File: src/rtl/decode_stage_if.sv
// ============================================================================
//  Module      : decode_stage_if
//  Description : Bundle of the decode stage's fetch, bank, writeback and
//                execute-side signals, seen from both ends.
//  Revision    : 1.0  initial release
// ============================================================================
`default_nettype none

interface decode_stage_if #(
    parameter int XLEN       = 64,
    parameter int REG_ADDR_W = 5
);
    logic                  in_valid;
    logic                  in_ready;
    logic [31:0]           in_instr;
    logic [REG_ADDR_W-1:0] register1;
    logic [REG_ADDR_W-1:0] register2;
    logic [XLEN-1:0]       dataout1;
    logic [XLEN-1:0]       dataout2;
    logic                  wb_valid;
    logic [REG_ADDR_W-1:0] wb_rd;
    logic [XLEN-1:0]       wb_data;
    logic                  out_valid;
    logic                  out_ready;
    logic [XLEN-1:0]       out_rs1_val;
    logic [XLEN-1:0]       out_rs2_val;
    logic [XLEN-1:0]       out_imm;
    logic [REG_ADDR_W-1:0] out_rd;
    logic                  out_regwrite;
    logic [6:0]            out_opcode;
    logic [2:0]            out_funct3;
    logic [6:0]            out_funct7;
    logic                  out_illegal;

    // Environment side: fetch, register bank, writeback and execute.
    modport master (
        output in_valid, in_instr, dataout1, dataout2,
               wb_valid, wb_rd, wb_data, out_ready,
        input  in_ready, register1, register2, out_valid,
               out_rs1_val, out_rs2_val, out_imm, out_rd, out_regwrite,
               out_opcode, out_funct3, out_funct7, out_illegal
    );

    // Decode stage side.
    modport slave (
        input  in_valid, in_instr, dataout1, dataout2,
               wb_valid, wb_rd, wb_data, out_ready,
        output in_ready, register1, register2, out_valid,
               out_rs1_val, out_rs2_val, out_imm, out_rd, out_regwrite,
               out_opcode, out_funct3, out_funct7, out_illegal
    );
endinterface

`default_nettype wire

File: src/rtl/decode_stage.sv
// ============================================================================
//  Module      : decode_stage
//  Description : RV64I decode stage with operand capture and a busy-register
//                scoreboard. Optional writeback bypass: DECODE_WB_BYPASS_EN.
//  Revision    : 1.0  initial release
// ============================================================================
`default_nettype none

module decode_stage #(
    parameter int XLEN       = 64,
    parameter int REG_ADDR_W = 5
) (
    input  logic          clk,
    input  logic          rst,
    decode_stage_if.slave bus
);

    localparam int         c_NREG     = 1 << REG_ADDR_W;
    localparam logic [6:0] c_OP_OP    = 7'b0110011;
    localparam logic [6:0] c_OP_OP32  = 7'b0111011;
    localparam logic [6:0] c_OP_IMM   = 7'b0010011;
    localparam logic [6:0] c_OP_IMM32 = 7'b0011011;
    localparam logic [6:0] c_OP_LOAD  = 7'b0000011;
    localparam logic [6:0] c_OP_JALR  = 7'b1100111;
    localparam logic [6:0] c_OP_STORE = 7'b0100011;
    localparam logic [6:0] c_OP_BR    = 7'b1100011;
    localparam logic [6:0] c_OP_LUI   = 7'b0110111;
    localparam logic [6:0] c_OP_AUIPC = 7'b0010111;
    localparam logic [6:0] c_OP_JAL   = 7'b1101111;

    logic [6:0]            w_opcode;
    logic [2:0]            w_funct3;
    logic [6:0]            w_funct7;
    logic [REG_ADDR_W-1:0] w_rd;
    logic [REG_ADDR_W-1:0] w_rs1;
    logic [REG_ADDR_W-1:0] w_rs2;
    logic                  w_fmt_r, w_fmt_i, w_fmt_s, w_fmt_b, w_fmt_u, w_fmt_j;
    logic                  w_illegal;
    logic                  w_uses_rs1, w_uses_rs2;
    logic                  w_regwrite;
    logic [31:0]           w_imm32;
    logic [XLEN-1:0]       w_imm;
    logic                  w_byp1, w_byp2;
    logic                  w_hazard;
    logic                  w_in_ready;
    logic                  w_accept;
    logic [XLEN-1:0]       w_op1, w_op2;
    logic [c_NREG-1:0]     w_busy_nxt;

    logic [c_NREG-1:0]     r_busy;
    logic                  r_out_valid;
    logic [XLEN-1:0]       r_rs1_val;
    logic [XLEN-1:0]       r_rs2_val;
    logic [XLEN-1:0]       r_imm;
    logic [REG_ADDR_W-1:0] r_rd;
    logic                  r_regwrite;
    logic [6:0]            r_opcode;
    logic [2:0]            r_funct3;
    logic [6:0]            r_funct7;
    logic                  r_illegal;

    assign w_opcode = bus.in_instr[6:0];
    assign w_rd     = bus.in_instr[11:7];
    assign w_funct3 = bus.in_instr[14:12];
    assign w_rs1    = bus.in_instr[19:15];
    assign w_rs2    = bus.in_instr[24:20];
    assign w_funct7 = bus.in_instr[31:25];

    always_comb begin
        w_fmt_r = 1'b0;
        w_fmt_i = 1'b0;
        w_fmt_s = 1'b0;
        w_fmt_b = 1'b0;
        w_fmt_u = 1'b0;
        w_fmt_j = 1'b0;
        case (w_opcode)
            c_OP_OP, c_OP_OP32:                         w_fmt_r = 1'b1;
            c_OP_IMM, c_OP_IMM32, c_OP_LOAD, c_OP_JALR: w_fmt_i = 1'b1;
            c_OP_STORE:                                 w_fmt_s = 1'b1;
            c_OP_BR:                                    w_fmt_b = 1'b1;
            c_OP_LUI, c_OP_AUIPC:                       w_fmt_u = 1'b1;
            c_OP_JAL:                                   w_fmt_j = 1'b1;
            default:                                    ;
        endcase
    end

    assign w_illegal  = !(w_fmt_r | w_fmt_i | w_fmt_s | w_fmt_b | w_fmt_u | w_fmt_j);
    assign w_uses_rs1 = w_fmt_r | w_fmt_i | w_fmt_s | w_fmt_b;
    assign w_uses_rs2 = w_fmt_r | w_fmt_s | w_fmt_b;
    assign w_regwrite = (w_fmt_r | w_fmt_i | w_fmt_u | w_fmt_j) && (w_rd != '0);

    always_comb begin
        w_imm32 = '0;
        if (w_fmt_i) begin
            w_imm32 = {{20{bus.in_instr[31]}}, bus.in_instr[31:20]};
        end else if (w_fmt_s) begin
            w_imm32 = {{20{bus.in_instr[31]}}, bus.in_instr[31:25], bus.in_instr[11:7]};
        end else if (w_fmt_b) begin
            w_imm32 = {{20{bus.in_instr[31]}}, bus.in_instr[7], bus.in_instr[30:25],
                       bus.in_instr[11:8], 1'b0};
        end else if (w_fmt_u) begin
            w_imm32 = {bus.in_instr[31:12], 12'h000};
        end else if (w_fmt_j) begin
            w_imm32 = {{12{bus.in_instr[31]}}, bus.in_instr[19:12], bus.in_instr[20],
                       bus.in_instr[30:21], 1'b0};
        end
    end

    assign w_imm = {{(XLEN-32){w_imm32[31]}}, w_imm32};

`ifdef DECODE_WB_BYPASS_EN
    // A source being retired this very cycle is forwarded rather than stalled on.
    assign w_byp1 = w_uses_rs1 && bus.wb_valid && (bus.wb_rd == w_rs1) && (w_rs1 != '0);
    assign w_byp2 = w_uses_rs2 && bus.wb_valid && (bus.wb_rd == w_rs2) && (w_rs2 != '0);
    assign w_op1  = w_byp1 ? bus.wb_data : bus.dataout1;
    assign w_op2  = w_byp2 ? bus.wb_data : bus.dataout2;
`else
    assign w_byp1 = 1'b0;
    assign w_byp2 = 1'b0;
    assign w_op1  = bus.dataout1;
    assign w_op2  = bus.dataout2;
`endif

    assign w_hazard   = bus.in_valid &&
                        ((w_uses_rs1 && r_busy[w_rs1] && !w_byp1) ||
                         (w_uses_rs2 && r_busy[w_rs2] && !w_byp2));
    assign w_in_ready = !rst && !w_hazard && (!r_out_valid || bus.out_ready);
    assign w_accept   = bus.in_valid && w_in_ready;

    // Set after clear so a same-cycle retire/issue of one register stays busy.
    always_comb begin
        w_busy_nxt = r_busy;
        if (bus.wb_valid) begin
            w_busy_nxt[bus.wb_rd] = 1'b0;
        end
        if (w_accept && w_regwrite) begin
            w_busy_nxt[w_rd] = 1'b1;
        end
        w_busy_nxt[0] = 1'b0;
    end

    always_ff @(posedge clk) begin
        if (rst) begin
            r_busy <= '0;
        end else begin
            r_busy <= w_busy_nxt;
        end
    end

    always_ff @(posedge clk) begin
        if (rst) begin
            r_out_valid <= 1'b0;
            r_rs1_val   <= '0;
            r_rs2_val   <= '0;
            r_imm       <= '0;
            r_rd        <= '0;
            r_regwrite  <= 1'b0;
            r_opcode    <= '0;
            r_funct3    <= '0;
            r_funct7    <= '0;
            r_illegal   <= 1'b0;
        end else if (w_accept) begin
            r_out_valid <= 1'b1;
            r_rs1_val   <= w_op1;
            r_rs2_val   <= w_op2;
            r_imm       <= w_imm;
            r_rd        <= w_rd;
            r_regwrite  <= w_regwrite;
            r_opcode    <= w_opcode;
            r_funct3    <= w_funct3;
            r_funct7    <= w_funct7;
            r_illegal   <= w_illegal;
        end else if (bus.out_ready) begin
            r_out_valid <= 1'b0;
        end
    end

    assign bus.in_ready     = w_in_ready;
    assign bus.register1    = w_rs1;
    assign bus.register2    = w_rs2;
    assign bus.out_valid    = r_out_valid;
    assign bus.out_rs1_val  = r_rs1_val;
    assign bus.out_rs2_val  = r_rs2_val;
    assign bus.out_imm      = r_imm;
    assign bus.out_rd       = r_rd;
    assign bus.out_regwrite = r_regwrite;
    assign bus.out_opcode   = r_opcode;
    assign bus.out_funct3   = r_funct3;
    assign bus.out_funct7   = r_funct7;
    assign bus.out_illegal  = r_illegal;

endmodule

`default_nettype wire

File: src/flat_wrapper.sv
// flat-port wrapper written by rule: the top's interface ports become plain ports
module decode_stage_flat 
#(
    parameter int XLEN       = 64,
    parameter int REG_ADDR_W = 5
)
  (clk, rst, bus_in_valid, bus_in_instr, bus_dataout1, bus_dataout2, bus_wb_valid, bus_wb_rd, bus_wb_data, bus_out_ready, bus_in_ready, bus_register1, bus_register2, bus_out_valid, bus_out_rs1_val, bus_out_rs2_val, bus_out_imm, bus_out_rd, bus_out_regwrite, bus_out_opcode, bus_out_funct3, bus_out_funct7, bus_out_illegal);
  decode_stage_if #(.XLEN(XLEN), .REG_ADDR_W(REG_ADDR_W)) bus_i ();
  input  logic clk;
  input  logic rst;
  input wire logic [$bits(bus_i.in_valid)-1:0] bus_in_valid;
  input wire logic [$bits(bus_i.in_instr)-1:0] bus_in_instr;
  input wire logic [$bits(bus_i.dataout1)-1:0] bus_dataout1;
  input wire logic [$bits(bus_i.dataout2)-1:0] bus_dataout2;
  input wire logic [$bits(bus_i.wb_valid)-1:0] bus_wb_valid;
  input wire logic [$bits(bus_i.wb_rd)-1:0] bus_wb_rd;
  input wire logic [$bits(bus_i.wb_data)-1:0] bus_wb_data;
  input wire logic [$bits(bus_i.out_ready)-1:0] bus_out_ready;
  output wire logic [$bits(bus_i.in_ready)-1:0] bus_in_ready;
  output wire logic [$bits(bus_i.register1)-1:0] bus_register1;
  output wire logic [$bits(bus_i.register2)-1:0] bus_register2;
  output wire logic [$bits(bus_i.out_valid)-1:0] bus_out_valid;
  output wire logic [$bits(bus_i.out_rs1_val)-1:0] bus_out_rs1_val;
  output wire logic [$bits(bus_i.out_rs2_val)-1:0] bus_out_rs2_val;
  output wire logic [$bits(bus_i.out_imm)-1:0] bus_out_imm;
  output wire logic [$bits(bus_i.out_rd)-1:0] bus_out_rd;
  output wire logic [$bits(bus_i.out_regwrite)-1:0] bus_out_regwrite;
  output wire logic [$bits(bus_i.out_opcode)-1:0] bus_out_opcode;
  output wire logic [$bits(bus_i.out_funct3)-1:0] bus_out_funct3;
  output wire logic [$bits(bus_i.out_funct7)-1:0] bus_out_funct7;
  output wire logic [$bits(bus_i.out_illegal)-1:0] bus_out_illegal;
  assign bus_i.in_valid = bus_in_valid;
  assign bus_i.in_instr = bus_in_instr;
  assign bus_i.dataout1 = bus_dataout1;
  assign bus_i.dataout2 = bus_dataout2;
  assign bus_i.wb_valid = bus_wb_valid;
  assign bus_i.wb_rd = bus_wb_rd;
  assign bus_i.wb_data = bus_wb_data;
  assign bus_i.out_ready = bus_out_ready;
  assign bus_in_ready = bus_i.in_ready;
  assign bus_register1 = bus_i.register1;
  assign bus_register2 = bus_i.register2;
  assign bus_out_valid = bus_i.out_valid;
  assign bus_out_rs1_val = bus_i.out_rs1_val;
  assign bus_out_rs2_val = bus_i.out_rs2_val;
  assign bus_out_imm = bus_i.out_imm;
  assign bus_out_rd = bus_i.out_rd;
  assign bus_out_regwrite = bus_i.out_regwrite;
  assign bus_out_opcode = bus_i.out_opcode;
  assign bus_out_funct3 = bus_i.out_funct3;
  assign bus_out_funct7 = bus_i.out_funct7;
  assign bus_out_illegal = bus_i.out_illegal;
  decode_stage #(.XLEN(XLEN), .REG_ADDR_W(REG_ADDR_W)) u_core (.clk(clk), .rst(rst), .bus(bus_i));
endmodule
File: config.mk
export PLATFORM = sky130hd
export DESIGN_NAME = decode_stage_flat
export DESIGN_NICKNAME = d
export VERILOG_FILES = /design/src/rtl/decode_stage_if.sv /design/src/rtl/decode_stage.sv /design/src/flat_wrapper.sv
export SDC_FILE = /design/constraint.sdc
export NUM_CORES = 1
export LEC_CHECK = 0
export ABC_AREA = 1
export CORE_AREA = 4 4 179 181
export DETAILED_ROUTE_END_ITERATION = 7
export DIE_AREA = 0 0 183 185
export GPL_ROUTABILITY_DRIVEN = 1
export MAX_ROUTING_LAYER = met4
export PLACE_DENSITY = 0.7
export SLEW_MARGIN = 25
export SYNTH_ARGS = -nofsm -noshare
export SYNTH_HDL_FRONTEND = slang
export SYNTH_SLANG_ARGS = --single-unit
File: constraint.sdc
create_clock -name clk -period 3.91 [get_ports clk]
set_input_delay 0.782 -clock clk [delete_from_list [all_inputs] [get_ports clk]]
set_output_delay 0.782 -clock clk [all_outputs]
set_load 0.005 [all_outputs]
# Yosys cells after proc, flatten, opt, wreduce, memory -nomap -nowiden
# Index checks and enable logic that the tools add are counted.
[totals]
inputBits = 234
regBits = 217
[op_classes]
reduce_logical = 21
eq_ne = 11
muxes = 23
magnitude_cmp = 6
bitwise_logic = 12
[ops]
columns = ["op", "n"]
rows = [
  ["32-bit two-way mux", 7],
  ["32-bit AND", 1],
  ["32-bit NOT", 1],
  ["32-bit bitwise OR", 1],
  ["7-bit by 6-bit equality test with 1-bit output, second input constant", 4],
  ["5-bit by 6-bit less-than comparator with 1-bit output, second input constant", 4],
  ["7-bit by 5-bit equality test with 1-bit output, second input constant", 3],
  ["7-bit equality test, second input constant", 3],
  ["1-bit two-way mux", 12],
  ["1-bit binary-select mux with 5-bit select", 2],
  ["1-bit demux with 5-bit select", 2],
  ["5-bit by 1-bit greater-or-equal comparator with 1-bit output, second input constant", 2],
  ["1-bit logical AND", 10],
  ["1-bit bitwise OR", 9],
  ["7-bit by 2-bit equality test with 1-bit output, second input constant", 1],
  ["5-bit nonzero test", 1],
  ["1-bit zero test", 4],
  ["2-bit OR reduction", 2],
  ["4-bit OR reduction", 1],
  ["1-bit logical OR", 2],
  ["2-bit nonzero test", 1],
]

# Depth between registers and ports, before layout
# Gate-level depths: netlist of the first run.
[depth]
word_depth = 15
mapped_depth = 16
ltp_nobuf = 13

# Worst setup path after synthesis of the first run
# OpenSTA, ideal clock, no wires.
[synth_path]
path_type = "input to output"
startpoint = "input bus_in_instr[20]"
endpoint = "output bus_in_ready"
stages = 11
arrival_ps = 1787
path_buffers = 2
slack_ps = 1341
cell_sequence = "buf_4 buf_4 nand2_1 nand3_1 nand3_1 nand3_1 nand2_1 nand2_1 nand3b_2 nand2_1 a21boi_0"
[synth_via]
elab_chain_cells = 8
[synth_rtl]
columns = ["item", "line_no", "text"]
rows = [
  ["start, declared", "flat_wrapper.sv:12", "input wire logic [$bits(bus_i.in_instr)-1:0] bus_in_instr;"],
  ["1-bit binary-select mux with 5-bit select", "decode_stage.sv:126", "(w_uses_rs2 && r_busy[w_rs2] && !w_byp2));"],
  ["1-bit two-way mux (not written as such)", "decode_stage.sv:126", ""],
  ["1-bit logical AND", "decode_stage.sv:126", ""],
  ["1-bit logical OR", "decode_stage.sv:125", "((w_uses_rs1 && r_busy[w_rs1] && !w_byp1) ||"],
  ["1-bit logical AND", "decode_stage.sv:124", "assign w_hazard = bus.in_valid &&"],
  ["1-bit zero test", "decode_stage.sv:127", "assign w_in_ready = !rst && !w_hazard && (!r_out_valid || bus.out_ready);"],
  ["1-bit logical AND (2 in a row)", "decode_stage.sv:127", ""],
  ["end, declared", "flat_wrapper.sv:19", "output wire logic [$bits(bus_i.in_ready)-1:0] bus_in_ready;"],
]
# Every way passes these cells. The select of a mux whose other input is x is not followed.

# Final worst setup path of the first run
# Ends and elaborated chain as after synthesis.

==> flow_summary_export.csv, run 1 <==
group,metric,value,unit
synth,avgSynthCellArea,7.14,sq um
synth,synth_common_cells,"nand2_1 (483), a21oi_1 (221), dfxtp_1 (216)",
global_route,overflow,0,
critical_path,r2r_slack,1.68,ns
critical_path,critPathArrivalTime,2.91,ns
timing,fmax,0.271,GHz
routing,detail_route.vias_per_cell,4.75,
routing,drt_iter0_drc,664,
place,post_dp_cell_area,0.0132,sq mm
synth,syn_nets,1530,
synth,ys_ff_latch,216,
routing,postRouteAntennaNets,0,
clock_tree,clock-sinks,216,
timing,max-slew-margin-rel,33.9,%
clock_tree,cts_tree,"done",
clock_tree,clk_latency,0.53,ns
synth,yosys.area.top_type,"dfxtp_1",
routing,wirelength,33700,microns
critical_path,critPathKind,"in2out",
critical_path,start_kind,"primary input",
place,dp_cells,1994,
flow_run,timing.max_cap.violations,0,
timing,skew,0.0102,ns
critical_path,worstPathCellList,"clkdlybuf4s50_1 -> buf_4 -> nand2_1 -> nand3_1 -> nand3_1 -> nand3_1 -> nand2_1 -> nand2_1 -> nand3b_2 -> nand2_1 -> a21boi_0 -> clkdlybuf4s50_1",
routing,drc,0,
place,dp_hpwl,23900,microns
timing,final.setup.tns,0,ns
clock_tree,post_cts_buffers,0,
die,core_area,0.0304,sq mm
clock_tree,clockBufferDepth,3,
die,die-area,0.0339,sq mm
finish,antenna_cells,0,
critical_path,crit_slowest_cell,"clkdlybuf4s50_1",
die,die_w,183,microns
synth,yosysMostFrequentCell,"nand2_1",
die,die_h,185,microns
critical_path,worst-path-max-fanout,16,
critical_path,r2r_start,"u_core.r_busy[30]",
die,ios,462,
synth,synthTopCellsByArea,"dfxtp_1 (47%), nand2_1 (20%), a21oi_1 (12%), nand3_1 (4.1%), buf_4 (4.1%)",
die,fp-row-count,64,
finish,synthToLayoutAreaGrowth,52.0,%
clock_tree,clk_transition_reported_paths,0.06,ns
clock_tree,htree_levels,1,
synth,synthCells,1296,
critical_path,crit_family,"buffers and inverters",
timing,finalCritPeriodShare,94.3,%
timing,setup_viol,0,
global_route,grt_usage,19.0,%
min_path,hold-path-cell-count,2,
finish,final_nets,1860,
synth,yosysWarnings,0,
timing,finalHoldViolCount,0,
clock_tree,cts.hold.buffers_added,0,
place,routabilityCongestion,0.920,
critical_path,crit_buf_inv,3,
synth,ys_seq_area_share,46.7,%
timing,finalMaxSlewViolations,0,
critical_path,setup.worst_path.end_class,"output port",
critical_path,setup.worst_path.end,"bus_in_ready",
finish,drive_gt1_share,4.62,%
routing,firstDrtPassIters,5,
die,start_util,30.4,%
critical_path,rr_worst_depth,13,
routing,wl_per_cell,16.5,microns
critical_path,crit_start,"bus_in_instr[20]",
timing,min_period,3.69,ns
clock_tree,cts-resized-gates,0,
min_path,hp-class,"reg2reg",
critical_path,crit_top_cell,"nand2_1",
global_route,antenna_found_initial,0,
synth,synthArstFlopShare,0,%
clock_tree,root_buffer,"clkbuf_16",
finish,design_area,0.0141,sq mm
global_route,grt_first_pass_wirelength,50600,microns
synth,synth_ff_type,"dfxtp_1",
timing,rsz0062_at_grt,"no",
global_route,grt_pass1_vias,9217,
synth,synthesis.area,0.00925,sq mm
critical_path,crit_path_max_incr_delay,0.56,ns
finish,fin_cells,2042,
synth,synth_edf_count,0,
synth,ys_types,31,
global_route,grt_max_degree,100,
power_and_ir_drop,powerDensity,389,mW/mm^2
synth,synth_top_cell_area_share,46.7,%
critical_path,critical_path_cell_count,12,
place,portBuffers,397,
run_status,status,"finished, final reports clean",
timing,tightestPinTransition,0.992,ns
critical_path,cp.required,3.13,ns
power_and_ir_drop,peakVddDrop,0.000284,V
clock_tree,cts_inserted_buffers,26,
routing,dr_total_vias,9700,
power_and_ir_drop,power_leakage,5.13,nW
power_and_ir_drop,power,5.46,mW
critical_path,r2r-end,"u_core.bus.out_imm[14]",
==> worst register-to-register path, stage by stage, from the launching register on <==
cell and delay, ns:
dfxtp_1 0.34, nand2_1 0.07, nand3_1 0.08, nand3_1 0.10, nand3_1 0.09, nand2_1 0.09
nand2_1 0.07, nand3_2 0.07, buf_4 0.12, nand4_4 0.15, inv_6 0.32, nand2_1 0.34
nor2_1 0.23, nor2_1 0.06
==> placed cells by master, fill, tap and decap left out, drive strengths merged, types with 3 or more instances in the layout <==
cell type,instances
a21oi,221
dfxtp,216
clkdlybuf4s50,396
o21ai,41
inv,53
clkbuf,37
nor2,67
buf,23
nand3,77
a211oi,3
nand2,483
a41oi,4
clkinv,7
==> final cells by class <==
class / instances / area, sq um
clock buffer: 37 / 753
clock inverter: 11 / 92.6
fill: 3059 / 16400
inverter: 52 / 203
multi-input combinational: 911 / 3960
sequential: 216 / 4320
tap: 396 / 495
timing repair buffer: 419 / 4230
==> worst min path at each step <==
stage | from | end | slack (ns)
after floorplan | u_core.bus.out_funct3[0] | u_core.bus.out_funct3[0] | 0.46
after detailed placement | u_core.bus.out_rs1_val[25] | u_core.bus.out_rs1_val[25] | 0.45
after global routing | u_core.bus.out_imm[11] | u_core.bus.out_imm[11] | 0.48
final | u_core.bus.out_rs2_val[33] | u_core.bus.out_rs2_val[33] | 0.46
after global placement | u_core.bus.out_rs1_val[47] | u_core.bus.out_rs1_val[47] | 0.45
after CTS | u_core.bus.out_rs1_val[25] | u_core.bus.out_rs1_val[25] | 0.46
==> cell families (layout without fill, tap and decap cells) <==
kind of cell	after synthesis	after routing	synth area share [%]
and+or+nand+nor	633	633	27.3
AOI/OAI and AO/OA	278	278	15.5
DFF	216	216	46.7
buffers and inverters	169	519	10.4
==> metrics by stage <==
step,hold slack [ns],setup WS [ns],utilization [%]
floorplan,0.460,1.34,-
global placement,0.450,0.210,43.4
detailed placement,0.455,0.212,43.4
CTS,0.464,0.208,46.2
global route,0.482,0.0759,46.2
finish,0.462,0.221,46.2
==> report_power, final <==
group,internal (mW),switching [mW],total [mW]
sequential,2.29,0.0441,2.33
combinational,0.399,0.355,0.755
clock,1.41,0.970,2.38
total,4.09,1.37,5.46
==> routing by layer <==
metal / GRT usage [%] / vias to the layer above / routed length [microns]
met1: 22.5 / 4363 / 13400
li1: - / 4804 / -
met2: 32.3 / 465 / 16200
met4: 5.78 / 0 / 993
met3: 4.22 / 68 / 3060
met5: - / - / 0
==> flip-flops by register name, indices dropped and copies added, names as in the netlist <==
name                     count
u_core.bus.out_rs1_val      64
u_core.bus.out_rs2_val      64
u_core.bus.out_imm          32
u_core.r_busy               31
u_core.bus.out_funct7        7
u_core.bus.out_opcode        7
u_core.bus.out_rd            5
u_core.bus.out_funct3        3
u_core.bus.out_illegal       1
u_core.bus.out_regwrite      1
u_core.bus.out_valid         1
No activity file was read; power rests on OpenSTA's default activity.
==> run 2, diff against run 1 <==
--- a/config.mk
+++ b/config.mk
@@ -11,7 +11,7 @@
 export DIE_AREA = 0 0 183 185
 export GPL_ROUTABILITY_DRIVEN = 1
 export MAX_ROUTING_LAYER = met4
-export PLACE_DENSITY = 0.7
+export PLACE_DENSITY_LB_ADDON = 0.08
 export SLEW_MARGIN = 25
 export SYNTH_ARGS = -nofsm -noshare
 export SYNTH_HDL_FRONTEND = slang
==> run 2 against run 1 <==
Effect of this change: setup slack better by 0.32 ns; cell area increased by 0.36%; maximum frequency is 9.4% higher; routed wire length is 4.6% higher; clock skew up 0.0071 ns; clock-buffer cell count up 7; sequential power about the same; hold slack lost 0.0016 ns; critical endpoint unchanged.
==> flow_summary_export.csv, run 2 (synthesis results as in run 1) <==
group,metric,value,unit
finish,drive_gt1_share,4.67,%
finish,final_cell_mix,"nand2_1 (483), clkdlybuf4s50_1 (395), a21oi_1 (221)",
timing,hold_ws,0.461,ns
die,die-area,0.0339,sq mm
routing,wl_per_cell,17.2,microns
power_and_ir_drop,power_leakage,5.17,nW
clock_tree,cts_tree,"done",
clock_tree,clockBufferDepth,3,
timing,rsz0062_at_grt,"no",
routing,postRouteAntennaNets,0,
critical_path,critPathArrivalTime,2.59,ns
power_and_ir_drop,p_clk_share,44.3,%
critical_path,worstPathCellList,"clkdlybuf4s50_1 -> buf_4 -> nand2_1 -> nand3_1 -> nand3_1 -> nand3_1 -> nand2_1 -> nand2_1 -> nand3b_2 -> nand2_1 -> a21boi_0 -> dlymetal6s2s_1",
clock_tree,clock-sinks,216,
timing,finalHoldViolCount,0,
power_and_ir_drop,peakVddDrop,0.000254,V
power_and_ir_drop,powerDensity,393,mW/mm^2
global_route,grt_max_degree,93,
die,start_util,30.4,%
routing,firstDrtPassIters,7,
die,fp-row-count,64,
clock_tree,post_cts_buffers,0,
clock_tree,root_buffer,"clkbuf_16",
die,core_area,0.0304,sq mm
power_and_ir_drop,switching_power,1.35,mW
critical_path,r2r_start,"u_core.r_busy[7]",
power_and_ir_drop,power_frac_comb,13.7,%
global_route,grt_first_pass_wirelength,52300,microns
critical_path,cp.required,3.13,ns
timing,skew,0.0173,ns
power_and_ir_drop,swShare,24.3,%
global_route,overflow,0,
critical_path,crit_top_cell,"nand2_1",
global_route,grt_usage,19.9,%
clock_tree,cts.hold.buffers_added,0,
clock_tree,clk_latency,0.53,ns
clock_tree,clk_transition_reported_paths,0.05,ns
flow_run,timing.max_cap.violations,0,
critical_path,crit_start,"bus_in_instr[20]",
clock_tree,htree_levels,1,
timing,setup_viol,0,
power_and_ir_drop,seq_power_share,41.9,%
timing,tightestPinTransition,1.02,ns
place,portBuffers,397,
critical_path,start_kind,"primary input",
run_status,status,"finished, final reports clean",
die,ios,462,
timing,finalMaxSlewViolations,0,
routing,detail_route.vias_per_cell,4.67,
min_path,min-delay-start,"u_core.bus.out_rs1_val[5]",
timing,min_period,3.37,ns
finish,final_common_cell,"nand2_1",
die,die_w,183,microns
critical_path,setup.worst_path.end_class,"output port",
place,dp_hpwl,24700,microns
global_route,grt_pass1_vias,9122,
routing,drt_iter0_drc,658,
timing,finalCritPeriodShare,86.2,%
timing,final.setup.tns,0,ns
die,die_h,185,microns
routing,wirelength,35200,microns
power_and_ir_drop,p_int,4.20,mW
routing,drc,0,
critical_path,crit_path_max_incr_delay,0.55,ns
clock_tree,cts-resized-gates,0,
place,routabilityCongestion,0.879,
timing,max-slew-margin-rel,32.3,%
finish,synthToLayoutAreaGrowth,52.5,%
routing,dr_total_vias,9557,
global_route,antenna_found_initial,3,
min_path,hp-class,"reg2reg",
finish,final_nets,1863,
critical_path,worst-path-max-fanout,16,
critical_path,crit_slowest_cell,"clkdlybuf4s50_1",
clock_tree,cts_inserted_buffers,26,
critical_path,critPathKind,"in2out",
timing,fmax,0.297,GHz
==> run 2: cell count changes in the layout (fill, tap and decap cells not counted), moves of 2 or more <==
| cell | previous run | this run |
|---|---|---|
| clkinvlp_4 | 2 | 0 |
| clkinv_2 | 6 | 2 |
| diode_2 | 0 | 3 |
| clkbuf_8 | 4 | 10 |
| buf_4 | 14 | 19 |
==> run 2: through the flow <==
step / std cells / utilization, % / power (mW) / cell area, sq um / worst slack [ns]
after floorplan: 1296 / - / 2.68 / 9250 / 1.34
after global placement: 1997 / 43.4 / 3.14 / 13200 / 0.140
after detailed placement: 1997 / 43.4 / 3.15 / 13200 / 0.130
after CTS: 2044 / 46.3 / 5.64 / 14100 / 0.126
after global routing: 2047 / 46.4 / 5.79 / 14100 / 0.294
final: 2047 / 46.4 / 5.55 / 14100 / 0.538
==> run 2: power by group through the flow <==
stage / logic, mW / clock network [mW] / registers, mW
6_report: 0.763 / 2.46 / 2.33
5_1_grt: 0.834 / 2.62 / 2.34
4_1_cts: 0.776 / 2.54 / 2.33
3_5_place_dp: 0.772 / 0 / 2.38
3_3_place_gp: 0.772 / 0 / 2.37
2_1_floorplan: 0.293 / 0 / 2.38
==> run 2: layer usage <==
metal	global-route usage, %	part of all wire [%]	wire length (microns)
met4	4.50	2.0	712
met3	5.73	9.4	3330
met1	24.5	42	14800
met2	32.4	46	16300
met5	-	0	0
==> run 2: path summary, 6_finish.rpt <==
check / slack [ns] / cells past startpoint / end
hold / removal: 0.46 / 2 / u_core.bus.out_rs1_val[5]
setup / recovery: 0.54 / 12 / bus_in_ready
hold reg to reg: 0.46 / 2 / u_core.bus.out_rs1_val[5]
setup reg to reg: 1.60 / 12 / u_core.r_busy[22]
==> run 2: layout make-up <==
type | instances | area (sq um)
clock buffer | 44 | 840
multi-input combinational | 911 | 3960
antenna | 3 | 7.51
fill | 3149 | 16300
clock inverter | 3 | 40.0
inverter | 52 | 203
sequential | 216 | 4320
tap | 396 | 495
timing repair buffer | 422 | 4240
==> run 2: critical path, delay by kind of cell <==
kind / cells / cell delay, ns
buffers and inverters: 3 / 1.00
AND/OR/NAND/NOR: 8 / 0.73
AO/OA/AOI/OAI: 1 / 0.07
==> run 3, diff against run 2 <==
--- a/config.mk
+++ b/config.mk
@@ -6,6 +6,7 @@
 export NUM_CORES = 1
 export LEC_CHECK = 0
 export ABC_AREA = 1
+export ABC_CLOCK_PERIOD_IN_PS = 3910
 export CORE_AREA = 4 4 179 181
 export DETAILED_ROUTE_END_ITERATION = 7
 export DIE_AREA = 0 0 183 185
==> results of run 3 <==
No change in the layout: final DEF, timing and power equal those of run 2.
